[config.mk]
export PLATFORM = sky130hd
export DESIGN_NAME = button_debounce_ctrl
export DESIGN_NICKNAME = d
export VERILOG_FILES = /design/src/rtl/btn_pkg.sv /design/src/rtl/debounce_tick_gen.sv /design/src/rtl/button_debounce_ctrl.sv
export SDC_FILE = /design/constraint.sdc
export NUM_CORES = 1
export LEC_CHECK = 0
export ABC_AREA = 1
export BUFFER_PORTS_ARGS = -buffer_cell sky130_fd_sc_hd__buf_2
export CELL_PAD_IN_SITES_DETAIL_PLACEMENT = 0
export CELL_PAD_IN_SITES_GLOBAL_PLACEMENT = 1
export CORE_UTILIZATION = 48
export DETAILED_ROUTE_END_ITERATION = 6
export PLACE_DENSITY_LB_ADDON = 0.08
export REMOVE_ABC_BUFFERS = 1
export SETUP_SLACK_MARGIN = 0.1
export SLEW_MARGIN = 25
export SYNTH_ARGS = -nofsm -noshare
export SYNTH_HDL_FRONTEND = slang
export SYNTH_HIERARCHICAL = 1
export SYNTH_SLANG_ARGS = --single-unit
export TNS_END_PERCENT = 100
[constraint.sdc]
create_clock -name clk -period 3.2 [get_ports clk]
set_input_delay 0.8 -clock clk [delete_from_list [all_inputs] [get_ports clk]]
set_output_delay 0.8 -clock clk [all_outputs]
set_load 0.01 [all_outputs]
[src/rtl/btn_pkg.sv]
// Shared types and default parameter values for the button debounce controller.
package btn_pkg;

    typedef enum logic [1:0] {
        IDLE,
        PRESS_PEND,
        PRESSED,
        RELEASE_PEND
    } btn_state_t;

    localparam int unsigned DEF_N_BTN        = 4;
    localparam int unsigned DEF_TICK_DIV     = 10;
    localparam int unsigned DEF_STABLE_TICKS = 4;
    localparam int unsigned DEF_LONG_TICKS   = 200;

endpackage

[src/rtl/debounce_tick_gen.sv]
// Clock-enable divider: one-clk-wide tick once every TICK_DIV cycles.
module debounce_tick_gen
    import btn_pkg::*;
#(
    parameter int unsigned TICK_DIV = DEF_TICK_DIV
) (
    input  logic clk,
    input  logic reset,
    output logic tick
);

    localparam int unsigned CW = (TICK_DIV > 1) ? $clog2(TICK_DIV) : 1;
    localparam logic [CW-1:0] LAST = CW'(TICK_DIV - 1);

    logic [CW-1:0] r_cnt;

    // Free-running 0..TICK_DIV-1 counter, cleared by reset.
    always_ff @(posedge clk) begin
        if (reset) begin
            r_cnt <= '0;
        end else if (r_cnt == LAST) begin
            r_cnt <= '0;
        end else begin
            r_cnt <= r_cnt + CW'(1);
        end
    end

    assign tick = (r_cnt == LAST);

endmodule

[src/rtl/button_debounce_ctrl.sv]
// Multi-channel push-button debouncer: shared sample tick, per-bit
// 2-flop synchronizer and one debounce/long-press FSM per channel.
module button_debounce_ctrl
    import btn_pkg::*;
#(
    parameter int unsigned N_BTN        = DEF_N_BTN,
    parameter int unsigned TICK_DIV     = DEF_TICK_DIV,
    parameter int unsigned STABLE_TICKS = DEF_STABLE_TICKS,
    parameter int unsigned LONG_TICKS   = DEF_LONG_TICKS
) (
    input  logic             clk,
    input  logic             reset,
    input  logic [N_BTN-1:0] btn_raw,
    output logic [N_BTN-1:0] btn_level,
    output logic [N_BTN-1:0] press_pulse,
    output logic [N_BTN-1:0] release_pulse,
    output logic [N_BTN-1:0] long_press,
    output logic             sample_tick
);

    localparam int unsigned DW = $clog2(STABLE_TICKS + 1);
    localparam int unsigned HW = $clog2(LONG_TICKS + 1);
    localparam logic [DW-1:0] D_STABLE = DW'(STABLE_TICKS);
    localparam logic [HW-1:0] H_LONG   = HW'(LONG_TICKS);

    logic             w_tick;
    logic [N_BTN-1:0] r_sync1;
    logic [N_BTN-1:0] r_sync2;

    debounce_tick_gen #(
        .TICK_DIV (TICK_DIV)
    ) u_tick_gen (
        .clk   (clk),
        .reset (reset),
        .tick  (w_tick)
    );

    assign sample_tick = w_tick;

    // Two-stage synchronizer for the asynchronous raw inputs.
    always_ff @(posedge clk) begin
        if (reset) begin
            r_sync1 <= '0;
            r_sync2 <= '0;
        end else begin
            r_sync1 <= btn_raw;
            r_sync2 <= r_sync1;
        end
    end

    for (genvar g = 0; g < N_BTN; g++) begin : g_ch
        btn_state_t    r_state;
        logic [DW-1:0] r_dcnt;
        logic [HW-1:0] r_hcnt;
        logic          r_level;
        logic          r_press;
        logic          r_rel;
        logic          r_long;
        logic [DW-1:0] w_dcnt_inc;
        logic [HW-1:0] w_hcnt_inc;
        logic          w_sync;

        assign w_sync     = r_sync2[g];
        assign w_dcnt_inc = r_dcnt + DW'(1);
        assign w_hcnt_inc = r_hcnt + HW'(1);

        // Debounce FSM: advances only on sample ticks; pulse outputs are one clk wide.
        always_ff @(posedge clk) begin
            if (reset) begin
                r_state <= IDLE;
                r_dcnt  <= '0;
                r_hcnt  <= '0;
                r_level <= 1'b0;
                r_press <= 1'b0;
                r_rel   <= 1'b0;
                r_long  <= 1'b0;
            end else begin
                r_press <= 1'b0;
                r_rel   <= 1'b0;
                r_long  <= 1'b0;
                if (w_tick) begin
                    case (r_state)
                        IDLE: begin
                            if (w_sync) begin
                                r_state <= PRESS_PEND;
                                r_dcnt  <= DW'(1);
                            end
                        end
                        PRESS_PEND: begin
                            if (w_sync) begin
                                if (w_dcnt_inc == D_STABLE) begin
                                    r_state <= PRESSED;
                                    r_dcnt  <= '0;
                                    r_hcnt  <= '0;
                                    r_level <= 1'b1;
                                    r_press <= 1'b1;
                                end else begin
                                    r_dcnt <= w_dcnt_inc;
                                end
                            end else begin
                                r_state <= IDLE;
                                r_dcnt  <= '0;
                            end
                        end
                        PRESSED: begin
                            if (w_sync) begin
                                // Saturating hold count; the pulse fires only on the step into LONG_TICKS.
                                if (r_hcnt != H_LONG) begin
                                    r_hcnt <= w_hcnt_inc;
                                    if (w_hcnt_inc == H_LONG) begin
                                        r_long <= 1'b1;
                                    end
                                end
                            end else begin
                                r_state <= RELEASE_PEND;
                                r_dcnt  <= DW'(1);
                            end
                        end
                        RELEASE_PEND: begin
                            if (!w_sync) begin
                                if (w_dcnt_inc == D_STABLE) begin
                                    r_state <= IDLE;
                                    r_dcnt  <= '0;
                                    r_hcnt  <= '0;
                                    r_level <= 1'b0;
                                    r_rel   <= 1'b1;
                                end else begin
                                    r_dcnt <= w_dcnt_inc;
                                end
                            end else begin
                                r_state <= PRESSED;
                                r_dcnt  <= '0;
                            end
                        end
                        default: begin
                            r_state <= IDLE;
                            r_dcnt  <= '0;
                        end
                    endcase
                end
            end
        end

        assign btn_level[g]     = r_level;
        assign press_pulse[g]   = r_press;
        assign release_pulse[g] = r_rel;
        assign long_press[g]    = r_long;
    end

endmodule
==> metrics.txt <==
outcome complete, but fails checks; failing checks DRC; Die W roughly 100 um; Max Freq about 400 MHz; Critical R2R Capture g_ch[3].r_long; WP data required 2400 ps; Crit Path Class register to output port; Comb pwr share approximately 2.0%; total number of vias between 3k and 4k; WP depth 4; Net Switching a little over 400 uW; total number of yosys warnings 6; Syn Inst Count ~650; Pleak roughly 2.0 nW; grt ovf 0; Final Hold Vio Count 0; setup ws final roughly 710 ps; largest net degree at the start of global routing 39; layout cell share with drive strength beyond 1 about a tenth; DRT antenna net count 0; Slew HR between 50% and 60%; # rows 34; largest registers g_ch.r_hcnt x32, g_ch.r_dcnt x12; Internal Power 1.61 mW; clock latency on the worst-skew pair 350 ps; Worst Hold Class register to register; H-tree depth 3; DRT iter0 DRCs around 110; CORE AREA 0.00881 sq mm; Area Overhead vs Synth 7.85%; crit path DAT roughly 1700 ps; mux contribution to synthesized area 0%; slowest stage delay, CP about 450 ps; async set-reset flop share out of synthesis 0%; CP max-delay cell inv_1; Total Die Area 0.00955 sq mm; Vias/cell approximately 5; max FFs per register 32; Worst setup SP type register; pre-CTS setup slack about 1100 ps; CTS Hold Bufs 0; largest family of logic cells by synthesized area simple AND/OR/NAND/NOR gates; Die Ht about 100 um; initial antenna violation count 0; Synth cell types 34; area share of the leading cell type in the synthesized netlist 36.4%; Synth Area in Adders between 5 and 6%; post-CTS sizing 0; fin crit share roughly 78%; maximum resistive drop on vdd ~230 uV; Final GP Congestion between 0.8 and 0.9; first-pass GRT wire length ~15000 um; simple-gate area share of the yosys netlist 33.0%; EDFF count, synth 0; maxcap violations 0; most frequent cells in the layout nand2_1 (158), inv_1 (94), dfxtp_1 (80), nor2_1 (65), nand3_1 (50); sum of buffers and inverters on the critical path 2; GRT Total Usage 19.7%; RSZ-0062 raised after global routing no; #FFs+latches synth 80; r2r startpoint u_tick_gen/r_cnt[0]; TritonRoute pass-1 iters 7; area post-placement roughly 0.0045 sq mm; cell breakdown of the critical path ha_1 > nand2_2 > inv_1 > buf_2; xor/xnor share of the synthesized area 2.79%; Primary FF master, synth dfxtp_1; clk buf depth 2; Filler cells about 900; dominant cells by area after synthesis dfxtp_1 (36%), nand2_1 (13%), inv_1 (8.0%), ha_1 (5.7%), nand3_1 (5.7%); Final Power between 2 and 2.5 mW; CP endpoint sample_tick; vias in the first global route about 3.5k; Mapped Area around 0.0044 sq mm; DRC Markers 4; Worst path top cell family by delay buffers and inverters; crit path from u_tick_gen/r_cnt[0]; Worst-Margin Slew ~690 ps; Boundary Pins 23; Starting Density 50.0%; Final HPWL DP around 6200 um; Sw Ratio around 20%; CP max FO 15; largest register by flop count g_ch.r_hcnt; Finish-stage setup viols 0; Avg Inst Size Synth 6.82 sq um; CTS Buf Count 9; fin crit period approximately 2500 ps; Routed WL about 8900 um; sequential power share approximately half; CTS Sinks 80; Post-CTS Repair Setup Buffers 0; sum of negative setup slack 0 ps; CTS tree built; fin. max-slew vios 0; crit end category output port; finished layout cell area approximately 0.0047 sq mm; R2R setup slack ~1100 ps; diodes inserted 0; post-synthesis sequential area ratio 36.4%; most common cell after layout, fill and taps aside nand2_1; DR WL/cell around 12 um; clock share of power a little under half; Layout Nets between 600 and 700; Cell Pwr Density around 420 mW/mm^2; reg2reg path depth 11; most area-hungry cell type in the Yosys netlist dfxtp_1; Worst Skew around 14 ps; Worst-path clk slew approximately 80 ps; PortBufs 22; Synth Area in Compound Gates 9.75%; CTS root buf clkbuf_8
-- worst reg2reg max path, stage by stage, from the launching register on --
cell,delay (ps)
dfxtp_1,400
ha_1,180
nand2_2,60
inv_1,450
inv_2,230
nor2_4,190
inv_2,130
nor3_1,160
nand2_1,70
nor2_1,110
nand2_1,50
nor2_1,70
-- how the worst min path moves through the flow --
stage / from / end / slack, ps / cells past startpoint
3_5_place_dp: r_sync1[1] / r_sync2[1] / 390 / 2
2_1_floorplan: r_sync1[0] / r_sync2[0] / 390 / 2
5_1_grt: r_sync1[0] / r_sync2[0] / 420 / 2
3_3_place_gp: r_sync1[1] / r_sync2[1] / 390 / 2
4_1_cts: r_sync1[1] / r_sync2[1] / 410 / 2
6_report: r_sync1[1] / r_sync2[1] / 400 / 2
-- layout make-up --
| cell class | instances | area, sq um | area share, % |
|---|---|---|---|
| Timing Repair Buffer | 23 | 118 | 2.48 |
| Clock inverter | 6 | 133 | 2.79 |
| Tap cell | 108 | 135 | 2.85 |
| Sequential cell | 80 | 1600 | 33.7 |
| Clock buffer | 9 | 124 | 2.61 |
| Multi-Input combinational cell | 438 | 2250 | 47.5 |
| Inverter | 102 | 383 | 8.07 |
-- power by group through the flow --
stage               clock (mW)  sequential (mW)  combinational [mW]
CTS                      0.992             1.01              0.0404
floorplan                    0             1.03              0.0212
detailed placement           0             1.03              0.0406
global route              1.03             1.01              0.0462
finish                   0.965             1.01              0.0395
global placement             0             1.03              0.0404
-- kinds of logic (layout without fill, tap and decap cells) --
group	Yosys count	count (layout)
xor+xnor	14	14
simple gates	325	325
flops	80	80
fa+ha+maj	20	20
compound gates	79	79
buf+inv	127	140
-- stage by stage --
stage	hold slack [ps]	util, %	cells
6_report	397	53.9	766
5_1_grt	415	53.9	766
4_1_cts	406	53.9	766
3_5_place_dp	392	51.0	751
3_3_place_gp	389	51.0	751
2_1_floorplan	388	-	620
-- cells in the mapped netlist (4+ instances only) --
master,number
nand2_1,158
o21ai_0,25
nand3_1,50
clkbuf_1,5
buf_4,16
nand4_1,10
dfxtp_1,80
nor3_1,12
nand2_2,5
ha_1,20
inv_1,94
nor4_1,4
nor2_1,65
nand3b_1,6
xnor2_1,4
inv_2,7
nand3_2,4
a21oi_1,49
xor2_1,10
-- per-layer routing --
metal	wire [um]	global-route usage (%)	vias up
met5	0	0	-
met4	36	7.34	0
met3	251	3.08	2
met2	4200	33.7	47
met1	4420	25.0	1729
li1	-	-	2039
Note: power is estimated with default switching activity, not from simulation.
